$ cat config.mk
export PLATFORM = sky130hd
export DESIGN_NAME = multiply_pipelined
export DESIGN_NICKNAME = d
export VERILOG_FILES = /design/src/rtl/multiply_pipelined_pkg.sv /design/src/rtl/mul_accum_stage.sv /design/src/rtl/multiply_pipelined.sv
export SDC_FILE = /design/constraint.sdc
export NUM_CORES = 2
export LEC_CHECK = 0
export BUFFER_PORTS_ARGS = -buffer_cell sky130_fd_sc_hd__buf_2
export CORE_MARGIN = 4
export CORE_UTILIZATION = 55
export DETAILED_ROUTE_END_ITERATION = 10
export HOLD_SLACK_MARGIN = 0.06
export PLACE_DENSITY_LB_ADDON = 0.2
export SYNTH_ARGS = -nofsm -noshare
export SYNTH_HDL_FRONTEND = slang
export SYNTH_SLANG_ARGS = --single-unit
$ cat constraint.sdc
create_clock -name clk -period 29.9 [get_ports clk]
set_input_delay 5.98 -clock clk [delete_from_list [all_inputs] [get_ports clk]]
set_output_delay 5.98 -clock clk [all_outputs]
set_load 0.02 [all_outputs]
$ cat src/rtl/multiply_pipelined_pkg.sv
// Shared execute-stage types for the pipelined multiplier.
package multiply_pipelined_pkg;

  typedef logic [6:0] Tag;
  typedef logic [4:0] RegNm;
  typedef logic [6:0] SqN;

  typedef enum logic [3:0] {
    FLAGS_NONE   = 4'd0,
    FLAGS_BRK    = 4'd1,
    FLAGS_TRAP   = 4'd2,
    FLAGS_EXCEPT = 4'd3
  } Flags;

  typedef enum logic [2:0] {
    MUL_MUL   = 3'd0,
    MUL_MULH  = 3'd1,
    MUL_MULSU = 3'd2,
    MUL_MULU  = 3'd3,
    MUL_MULW  = 3'd4
  } MulOp;

  // Operand/result fields are sized for the widest core; narrower
  // instances use the low XLEN bits and return zero in the upper bits.
  localparam int MAX_XLEN = 64;

  typedef struct packed {
    logic taken;
    SqN   sqN;
  } BranchProv;

  typedef struct packed {
    logic [MAX_XLEN-1:0] srcA;
    logic [MAX_XLEN-1:0] srcB;
    MulOp                opcode;
    Tag                  tagDst;
    RegNm                nmDst;
    SqN                  sqN;
    logic                valid;
  } EX_UOp;

  typedef struct packed {
    logic [MAX_XLEN-1:0] result;
    Tag                  tagDst;
    RegNm                nmDst;
    SqN                  sqN;
    Flags                flags;
    logic                doNotCommit;
    logic                valid;
  } RES_UOp;

  // Bookkeeping carried unchanged down the pipe.
  typedef struct packed {
    Tag   tagDst;
    RegNm nmDst;
    SqN   sqN;
  } mul_meta_t;

  // Result-formatting controls decided at operand prep.
  typedef struct packed {
    logic invert;
    logic high;
    logic word;
  } mul_ctrl_t;

  // Younger than the mispredicted branch: wrapped sequence distance > 0.
  function automatic logic is_younger(SqN s, BranchProv br);
    SqN d;
    d = s - br.sqN;
    return br.taken && ($signed(d) > 0);
  endfunction

endpackage

$ cat src/rtl/mul_accum_stage.sv
// One partial-product stage: adds srcA * srcB[slice IDX] into the running sum.
module mul_accum_stage
  import multiply_pipelined_pkg::*;
#(
  parameter int XLEN = 32,
  parameter int BITS = 8,
  parameter int IDX  = 0
) (
  input  logic              clk,
  input  logic              rst,
  input  logic              hold,
  input  BranchProv         branch,
  input  logic              in_valid,
  input  mul_meta_t         in_meta,
  input  mul_ctrl_t         in_ctrl,
  input  logic [XLEN-1:0]   in_src_a,
  input  logic [XLEN-1:0]   in_src_b,
  input  logic [2*XLEN-1:0] in_res,
  output logic              out_valid,
  output mul_meta_t         out_meta,
  output mul_ctrl_t         out_ctrl,
  output logic [XLEN-1:0]   out_src_a,
  output logic [XLEN-1:0]   out_src_b,
  output logic [2*XLEN-1:0] out_res
);

  typedef struct packed {
    logic [XLEN-1:0]   srcA;
    logic [XLEN-1:0]   srcB;
    logic [2*XLEN-1:0] res;
    mul_ctrl_t         ctrl;
    mul_meta_t         meta;
    logic              valid;
  } stage_t;

  stage_t            stg_q, stg_d;
  logic [2*XLEN-1:0] pp;

  // Next stage contents: hold while stalled, otherwise accumulate; flush either way.
  always_comb begin
    pp = ({{XLEN{1'b0}}, in_src_a} *
          {{(2*XLEN-BITS){1'b0}}, in_src_b[BITS*IDX +: BITS]}) << (BITS*IDX);
    stg_d = stg_q;
    if (!hold) begin
      stg_d.srcA  = in_src_a;
      stg_d.srcB  = in_src_b;
      stg_d.res   = in_res + pp;
      stg_d.ctrl  = in_ctrl;
      stg_d.meta  = in_meta;
      stg_d.valid = in_valid;
    end
    if (is_younger(stg_d.meta.sqN, branch)) stg_d.valid = 1'b0;
  end

  // Stage register; only the valid bit needs reset.
  always_ff @(posedge clk) begin
    stg_q <= stg_d;
    if (!rst) stg_q.valid <= 1'b0;
  end

  assign out_valid = stg_q.valid;
  assign out_meta  = stg_q.meta;
  assign out_ctrl  = stg_q.ctrl;
  assign out_src_a = stg_q.srcA;
  assign out_src_b = stg_q.srcB;
  assign out_res   = stg_q.res;

endmodule

$ cat src/rtl/multiply_pipelined.sv
// Pipelined integer multiplier: input register, NUM_STAGES accumulate stages,
// output register, with result backpressure and branch flush.
module multiply_pipelined
  import multiply_pipelined_pkg::*;
#(
  parameter  int XLEN       = 32,
  parameter  int NUM_STAGES = 4,
  localparam int BITS       = XLEN / NUM_STAGES
) (
  input  logic      clk,
  input  logic      rst,
  input  logic      en,
  output logic      OUT_busy,
  input  BranchProv IN_branch,
  input  EX_UOp     IN_uop,
  input  logic      IN_resultReady,
  output RES_UOp    OUT_uop
);

  typedef struct packed {
    logic [XLEN-1:0] srcA;
    logic [XLEN-1:0] srcB;
    mul_ctrl_t       ctrl;
    mul_meta_t       meta;
    logic            valid;
  } pl0_t;

  typedef struct packed {
    logic [XLEN-1:0] result;
    mul_meta_t       meta;
    logic            valid;
  } out_t;

  pl0_t            pl0_q, pl0_d;
  out_t            out_q, out_d;
  logic            stall;
  logic [XLEN-1:0] op_a, op_b;
  mul_ctrl_t       ctrl;
  logic [XLEN-1:0] res_hi, res_lo, fin;

  logic      [NUM_STAGES:0]             pl_valid;
  mul_meta_t [NUM_STAGES:0]             pl_meta;
  mul_ctrl_t [NUM_STAGES:0]             pl_ctrl;
  logic      [NUM_STAGES:0][XLEN-1:0]   pl_src_a;
  logic      [NUM_STAGES:0][XLEN-1:0]   pl_src_b;
  logic      [NUM_STAGES:0][2*XLEN-1:0] pl_res;

  // The whole pipe freezes when the result bus refuses a valid output.
  assign stall    = out_q.valid && !IN_resultReady;
  assign OUT_busy = stall;

  // Operand prep: signed forms become unsigned magnitudes plus a negate flag.
  always_comb begin
    op_a      = IN_uop.srcA[XLEN-1:0];
    op_b      = IN_uop.srcB[XLEN-1:0];
    ctrl      = '0;
    ctrl.word = (XLEN == 64) && (IN_uop.opcode == MUL_MULW);
    ctrl.high = !(IN_uop.opcode inside {MUL_MUL, MUL_MULW});
    case (IN_uop.opcode)
      MUL_MULH: begin
        ctrl.invert = op_a[XLEN-1] ^ op_b[XLEN-1];
        if (op_a[XLEN-1]) op_a = -op_a;
        if (op_b[XLEN-1]) op_b = -op_b;
      end
      MUL_MULSU: begin
        ctrl.invert = op_a[XLEN-1];
        if (op_a[XLEN-1]) op_a = -op_a;
      end
      default: ;
    endcase
    if (ctrl.word) begin
      op_a = XLEN'(signed'(op_a[31:0]));
      op_b = XLEN'(signed'(op_b[31:0]));
    end
  end

  // Input register: capture an issued uop unless stalled; flush applies to both.
  always_comb begin
    pl0_d = pl0_q;
    if (!stall) begin
      pl0_d.srcA        = op_a;
      pl0_d.srcB        = op_b;
      pl0_d.ctrl        = ctrl;
      pl0_d.meta.tagDst = IN_uop.tagDst;
      pl0_d.meta.nmDst  = IN_uop.nmDst;
      pl0_d.meta.sqN    = IN_uop.sqN;
      pl0_d.valid       = en && IN_uop.valid;
    end
    if (is_younger(pl0_d.meta.sqN, IN_branch)) pl0_d.valid = 1'b0;
  end

  // Input register state.
  always_ff @(posedge clk) begin
    pl0_q <= pl0_d;
    if (!rst) pl0_q.valid <= 1'b0;
  end

  assign pl_valid[0] = pl0_q.valid;
  assign pl_meta[0]  = pl0_q.meta;
  assign pl_ctrl[0]  = pl0_q.ctrl;
  assign pl_src_a[0] = pl0_q.srcA;
  assign pl_src_b[0] = pl0_q.srcB;
  assign pl_res[0]   = '0;

  for (genvar i = 0; i < NUM_STAGES; i++) begin : g_stage
    mul_accum_stage #(
      .XLEN(XLEN),
      .BITS(BITS),
      .IDX (i)
    ) u_stage (
      .clk      (clk),
      .rst      (rst),
      .hold     (stall),
      .branch   (IN_branch),
      .in_valid (pl_valid[i]),
      .in_meta  (pl_meta[i]),
      .in_ctrl  (pl_ctrl[i]),
      .in_src_a (pl_src_a[i]),
      .in_src_b (pl_src_b[i]),
      .in_res   (pl_res[i]),
      .out_valid(pl_valid[i+1]),
      .out_meta (pl_meta[i+1]),
      .out_ctrl (pl_ctrl[i+1]),
      .out_src_a(pl_src_a[i+1]),
      .out_src_b(pl_src_b[i+1]),
      .out_res  (pl_res[i+1])
    );
  end

  // Result select and output register; a dropped output is replaced the same edge.
  always_comb begin
    res_hi = pl_res[NUM_STAGES][2*XLEN-1:XLEN];
    res_lo = pl_res[NUM_STAGES][XLEN-1:0];
    fin    = res_lo;
    if (pl_ctrl[NUM_STAGES].high)
      fin = pl_ctrl[NUM_STAGES].invert ? (~res_hi + XLEN'(res_lo == '0)) : res_hi;
    else if (pl_ctrl[NUM_STAGES].word)
      fin = XLEN'(signed'(res_lo[31:0]));
    out_d = out_q;
    if (!stall) begin
      out_d.result = fin;
      out_d.meta   = pl_meta[NUM_STAGES];
      out_d.valid  = pl_valid[NUM_STAGES];
    end
    if (is_younger(out_d.meta.sqN, IN_branch)) out_d.valid = 1'b0;
  end

  // Output register state.
  always_ff @(posedge clk) begin
    out_q <= out_d;
    if (!rst) out_q.valid <= 1'b0;
  end

  // Drive the result bus; narrow instances zero the upper result bits.
  always_comb begin
    OUT_uop             = '0;
    OUT_uop.result      = MAX_XLEN'(out_q.result);
    OUT_uop.tagDst      = out_q.meta.tagDst;
    OUT_uop.nmDst       = out_q.meta.nmDst;
    OUT_uop.sqN         = out_q.meta.sqN;
    OUT_uop.flags       = FLAGS_NONE;
    OUT_uop.doNotCommit = 1'b0;
    OUT_uop.valid       = out_q.valid;
  end

  // Operand bits above XLEN and the last stage's operand copies are not needed.
  logic unused_bits;
  assign unused_bits = ^{IN_uop.srcA, IN_uop.srcB,
                         pl_src_a[NUM_STAGES], pl_src_b[NUM_STAGES]};

endmodule
### After elaboration in Yosys (flattened, before gate mapping)

Cells that the tools add are included.

| storage, ports and cells | value |
|---|---|
| output and inout bits | 90 |
| bits in registers | 635 |
| logic and storage cells | 108 |
| input bits | 163 |

| operators by class | value |
|---|---|
| equality and inequality tests | 3 |
| bitwise logic cells | 3 |
| mux-type cells | 13 |
| reductions and logical operators | 20 |
| $mul | 4 |
| add/sub/neg operators | 12 |
| $lt $le $gt $ge | 6 |

Operators with widths:

| operator | count |
|---|---|
| two-way mux 32 bit | 6 |
| multiplier 32 x 8 -> 40 bit | 4 |
| adder 64 bit | 1 |
| negation 32 bit | 2 |
| adder 49 x 56 -> 57 bit | 1 |
| adder 40 x 48 -> 49 bit | 1 |
| two-way mux 8 bit | 6 |
| > comparator 7 x 1 -> 1 bit (second input constant) | 6 |
| subtractor 7 bit | 6 |
| adder 32 x 1 -> 32 bit | 1 |
| logical NOT 32 bit | 1 |
| NOT 32 bit | 1 |
| OR reduction 2 bit | 7 |
| logical AND 1 bit | 8 |
| == test 3 x 1 -> 1 bit (second input constant) | 1 |
| == test 3 x 2 -> 1 bit (second input constant) | 1 |
| == test 3 bit (second input constant) | 1 |
| logical NOT 3 bit | 1 |
| logical NOT 1 bit | 2 |
| one-hot mux 1 bit (2 select lines) | 1 |
| nonzero test 2 bit | 1 |
| NOT 1 bit | 1 |
| bitwise XOR 1 bit | 1 |

### Depth between registers and ports, before layout

| logic depth | value |
|---|---|
| depth after elaboration | 7 |
| gate-level depth with buffers | 31 |
| depth with buffers taken out | 30 |

### Hierarchy

A second synthesis with hierarchy kept.

| unflattened totals | value |
|---|---|
| cells, all modules | 6558 |
| area total of the unflattened synthesis | 68396.8 µm² |

Modules (own cells, without submodules):

| module | sequential area each (µm²) | area an instance (µm²) | instances | cells each |
|---|---|---|---|---|
| mul_accum_stage at g_stage[1].u_stage | 4454.3 | 15743.8 | 1 | 1544 |
| mul_accum_stage at g_stage[2].u_stage | 4454.3 | 15377.2 | 1 | 1489 |
| mul_accum_stage at g_stage[3].u_stage | 4454.3 | 14941.8 | 1 | 1419 |
| mul_accum_stage at g_stage[0].u_stage | 4454.3 | 14735.4 | 1 | 1399 |
| multiply_pipelined | 3983.8 | 7598.5 | 1 | 707 |

### Least setup slack after synthesis

No wires, ideal clock.

| timing path | value |
|---|---|
| path kind | input-to-reg |
| start point | in IN_resultReady |
| end point | reg g_stage[1].u_stage.stg_q, in the netlist g_stage[1].u_stage.out_valid |
| data required time | 29.841 ns |
| arrival time | 24.616 ns |
| buffers on the path | 2 |
| library setup time | 0.059 ns |
| setup slack | 5.224 ns |
| cell stages on the path | 13 |
| cells stage by stage | nand2b_1 > clkbuf_1 > buf_1 > mux2_2 > ha_1 > a21o_1 > a21o_1 > a21oi_1 > a21oi_1 > nor3_1 > a21oi_1 > o211ai_1 > and3_1 |

RTL lines:

| item | line | source |
|---|---|---|
| from (decl) | multiply_pipelined.sv:16 | `input logic IN_resultReady,` |
| to (signal assigned) | mul_accum_stage.sv:57 | `stg_q <= stg_d;` |
| to (decl) | mul_accum_stage.sv:36 | `stage_t stg_q, stg_d;` |

### Worst setup path in the final report

| timing path | value |
|---|---|
| start point | in IN_resultReady |
| end point | out OUT_busy |

| between the ends | value |
|---|---|
| word-level cells in the longest chain between the ends | 2 |

Ends and longest elaborated chain:

| item | line | source |
|---|---|---|
| logical NOT 1 bit | multiply_pipelined.sv:49 | `assign stall = out_q.valid && !IN_resultReady;` |
| logical AND 1 bit | multiply_pipelined.sv:49 |  |
| to (decl) | multiply_pipelined.sv:13 | `output logic OUT_busy,` |

No other way between the ends.

==> results.sh <==
export IMPL_status="completed"
export IMPL_core_area_um2=104100
export IMPL_initial_core_util=0.5569
export IMPL_rows=118
export IMPL_syn2layout_area_growth_pct=7.542
export IMPL_fp_dieW_um=332.6
export IMPL_postPlaceCellArea_um2=60070
export IMPL_maxCapViolCount=0
export IMPL_antenna_found_initial=0
export IMPL_wl_per_cell_um=17.94
export IMPL_hpwl_mm=100.8
export IMPL_syn_area_per_cell_um2=10.51
export IMPL_fin_ws_ps=17100
export IMPL_grt_setup_unrepaired="no"
export IMPL_grt_max_degree=178
export IMPL_clock_path_buffers=3
export IMPL_critPathSlowestCell="nand2b_4"
export IMPL_period_share=0.4281
export IMPL_post_cts_repair_setup_buffers=0
export IMPL_viasPerCell=5.493
export IMPL_crit_chain="buf_2 -> nand2b_4 -> inv_1 -> buf_2"
export IMPL_max_freq_mhz=78.12
export IMPL_layout_nets=6920
export IMPL_wl_mm=126.8
export IMPL_cts_root_buf="clkbuf_16"
export IMPL_fin_crit_ps=12800
export IMPL_skew_ps=39.11
export IMPL_worst_slew_margin_rel=0.2462
export IMPL_postRouteAntennaNets=0
export IMPL_crit_buf_inv=3
export IMPL_overflow=0
export IMPL_crit_family="simple AND/OR/NAND/NOR gates"
export IMPL_highest_layer="met4"
export IMPL_drc_errors=0
export IMPL_ios=253
export IMPL_grt_pass1_vias=40710
export IMPL_fin_setup_tns_ps=0
export IMPL_htreeDepth=3
export IMPL_cts_sinks=580
export IMPL_end_kind="primary output"
export IMPL_diodes=0
export IMPL_startpoint_type="input pin"
export IMPL_place_congestion=0.8943
export IMPL_port_buffers=151
export IMPL_ys_async_sr_fraction=0
export IMPL_synth_edf_count=532
export IMPL_path_max_fanout=38
export IMPL_die_area_um2=110600
export IMPL_tritoncts="yes"
export IMPL_postLayoutCellArea_um2=62330
export IMPL_cp_data_arrival_time_ps=6820
export IMPL_critPathRequiredTime_ps=23920
export IMPL_min_path_type="flop to flop"
export IMPL_hold_buffers=0
export IMPL_path_class="input pin to primary output"
export IMPL_synth_ff_type="edfxtp_1"
export IMPL_cts_resized=0
export IMPL_vias=38810
export IMPL_timing_critical_path_mode_cell="buf_2"
export IMPL_drive_above_1_share=0.06702
export IMPL_clkLatencyLatePin_ps=650
export IMPL_synthCells=5515
export IMPL_yosysSeqAreaShare=0.2922
export IMPL_synth_cell_types=95
export IMPL_met1_length_mm=56.33
export IMPL_cts_reportedPaths_clkPinSlew_ps=60
export IMPL_setup_violations=0
export IMPL_die_h_um=332.6
export IMPL_slowest_delay_ps=450
export IMPL_drt_pass1_iterations=5
export IMPL_ys_warn_count=0
export IMPL_synth_seq_cells=580
export IMPL_syn_area_um2=57960
export IMPL_grt_pass1_wl_mm=210.6
export IMPL_cts_made_buffers=68
export IMPL_wl_met2_mm=60.61
export IMPL_first_iter_violations=1935
export IMPL_finalHoldViolations=0
export IMPL_slew_violations=0
export IMPL_tightest_slew_ps=1131
export IMPL_track_usage=0.2342
export IMPL_final_common_cell="inv_1"
export IMPL_wl_met3_mm=6.323
export IMPL_final_cell_mix="inv_1, fa_1, and2_1"
export IMPL_pre_cts_ws_ps=17090
==> sequential cells by signal (all words and copies together) (netlist names) <==
name and flops:
g_stage.u_stage.out_res 210, g_stage.u_stage.out_src_a 96, pl0_q 86, g_stage.u_stage.out_meta 76
OUT_uop 52, g_stage.u_stage.out_src_b 48, g_stage.u_stage.out_ctrl 8, g_stage.u_stage.out_valid 4
==> metal layers <==
layer	vias to the layer above	track usage
met5	-	0
met4	0	0.06780
met3	181	0.03232
met2	879	0.3929
met1	19370	0.3207
li1	18380	-
==> cell families (layout without fill, tap and decap cells) <==
group	after synthesis	after routing	share of synthesized area
fa+ha+maj	1123	1123	0.3368
mux	56	56	0.01064
flops	580	580	0.2922
simple gates	1670	1670	0.1500
xor+xnor	346	346	0.05394
buf+inv	905	1039	0.06118
other cells	1	37	0.00006470
compound gates	834	834	0.09520
==> synthesized netlist by cell type (48+ instances only) <==
cell,instances,area share
a21o_1,137,0.018
and2_1,677,0.073
nor2_1,181,0.012
edfxtp_1,532,0.28
dfxtp_1,48,0.017
a21oi_1,270,0.023
fa_1,729,0.25
clkbuf_1,123,0.0080
o21ai_0,135,0.012
xor2_1,143,0.022
ha_1,394,0.085
nand2_1,518,0.034
inv_1,730,0.047
xnor2_1,196,0.030
==> layout make-up <==
cell class | count | area (um^2)
clock inverters | 41 | 505.5
flip-flops and latches | 580 | 16940
multi-input cells | 4066 | 37620
inverters | 730 | 2740
fillers | 8715 | 41750
clock buffers | 80 | 1757
repair buffers | 188 | 1046
well taps | 1380 | 1727
==> final timing paths <==
kind | from | to | slack, ps | cells past startpoint
setup / recovery | IN_resultReady | OUT_busy | 17100 | 4
setup reg to reg | g_stage[2].u_stage.out_src_b[26] | g_stage[3].u_stage.out_res[56] | 21820 | 28
hold reg to reg | pl0_q[43] | g_stage[0].u_stage.out_src_b[20] | 400 | 0
hold / removal | pl0_q[43] | g_stage[0].u_stage.out_src_b[20] | 400 | 0
==> metrics by stage <==
step | hold WS [ps] | std cells | util
floorplan | 400.3 | 5551 | -
global placement | 400.8 | 6944 | 0.5771
detailed placement | 404.5 | 6944 | 0.5771
CTS | 405.9 | 7065 | 0.5989
global route | 411.5 | 7065 | 0.5989
finish | 402.1 | 7065 | 0.5989
Power is not shown: default switching activity piles up to over one toggle a cycle in this logic, so the estimate is an artifact.
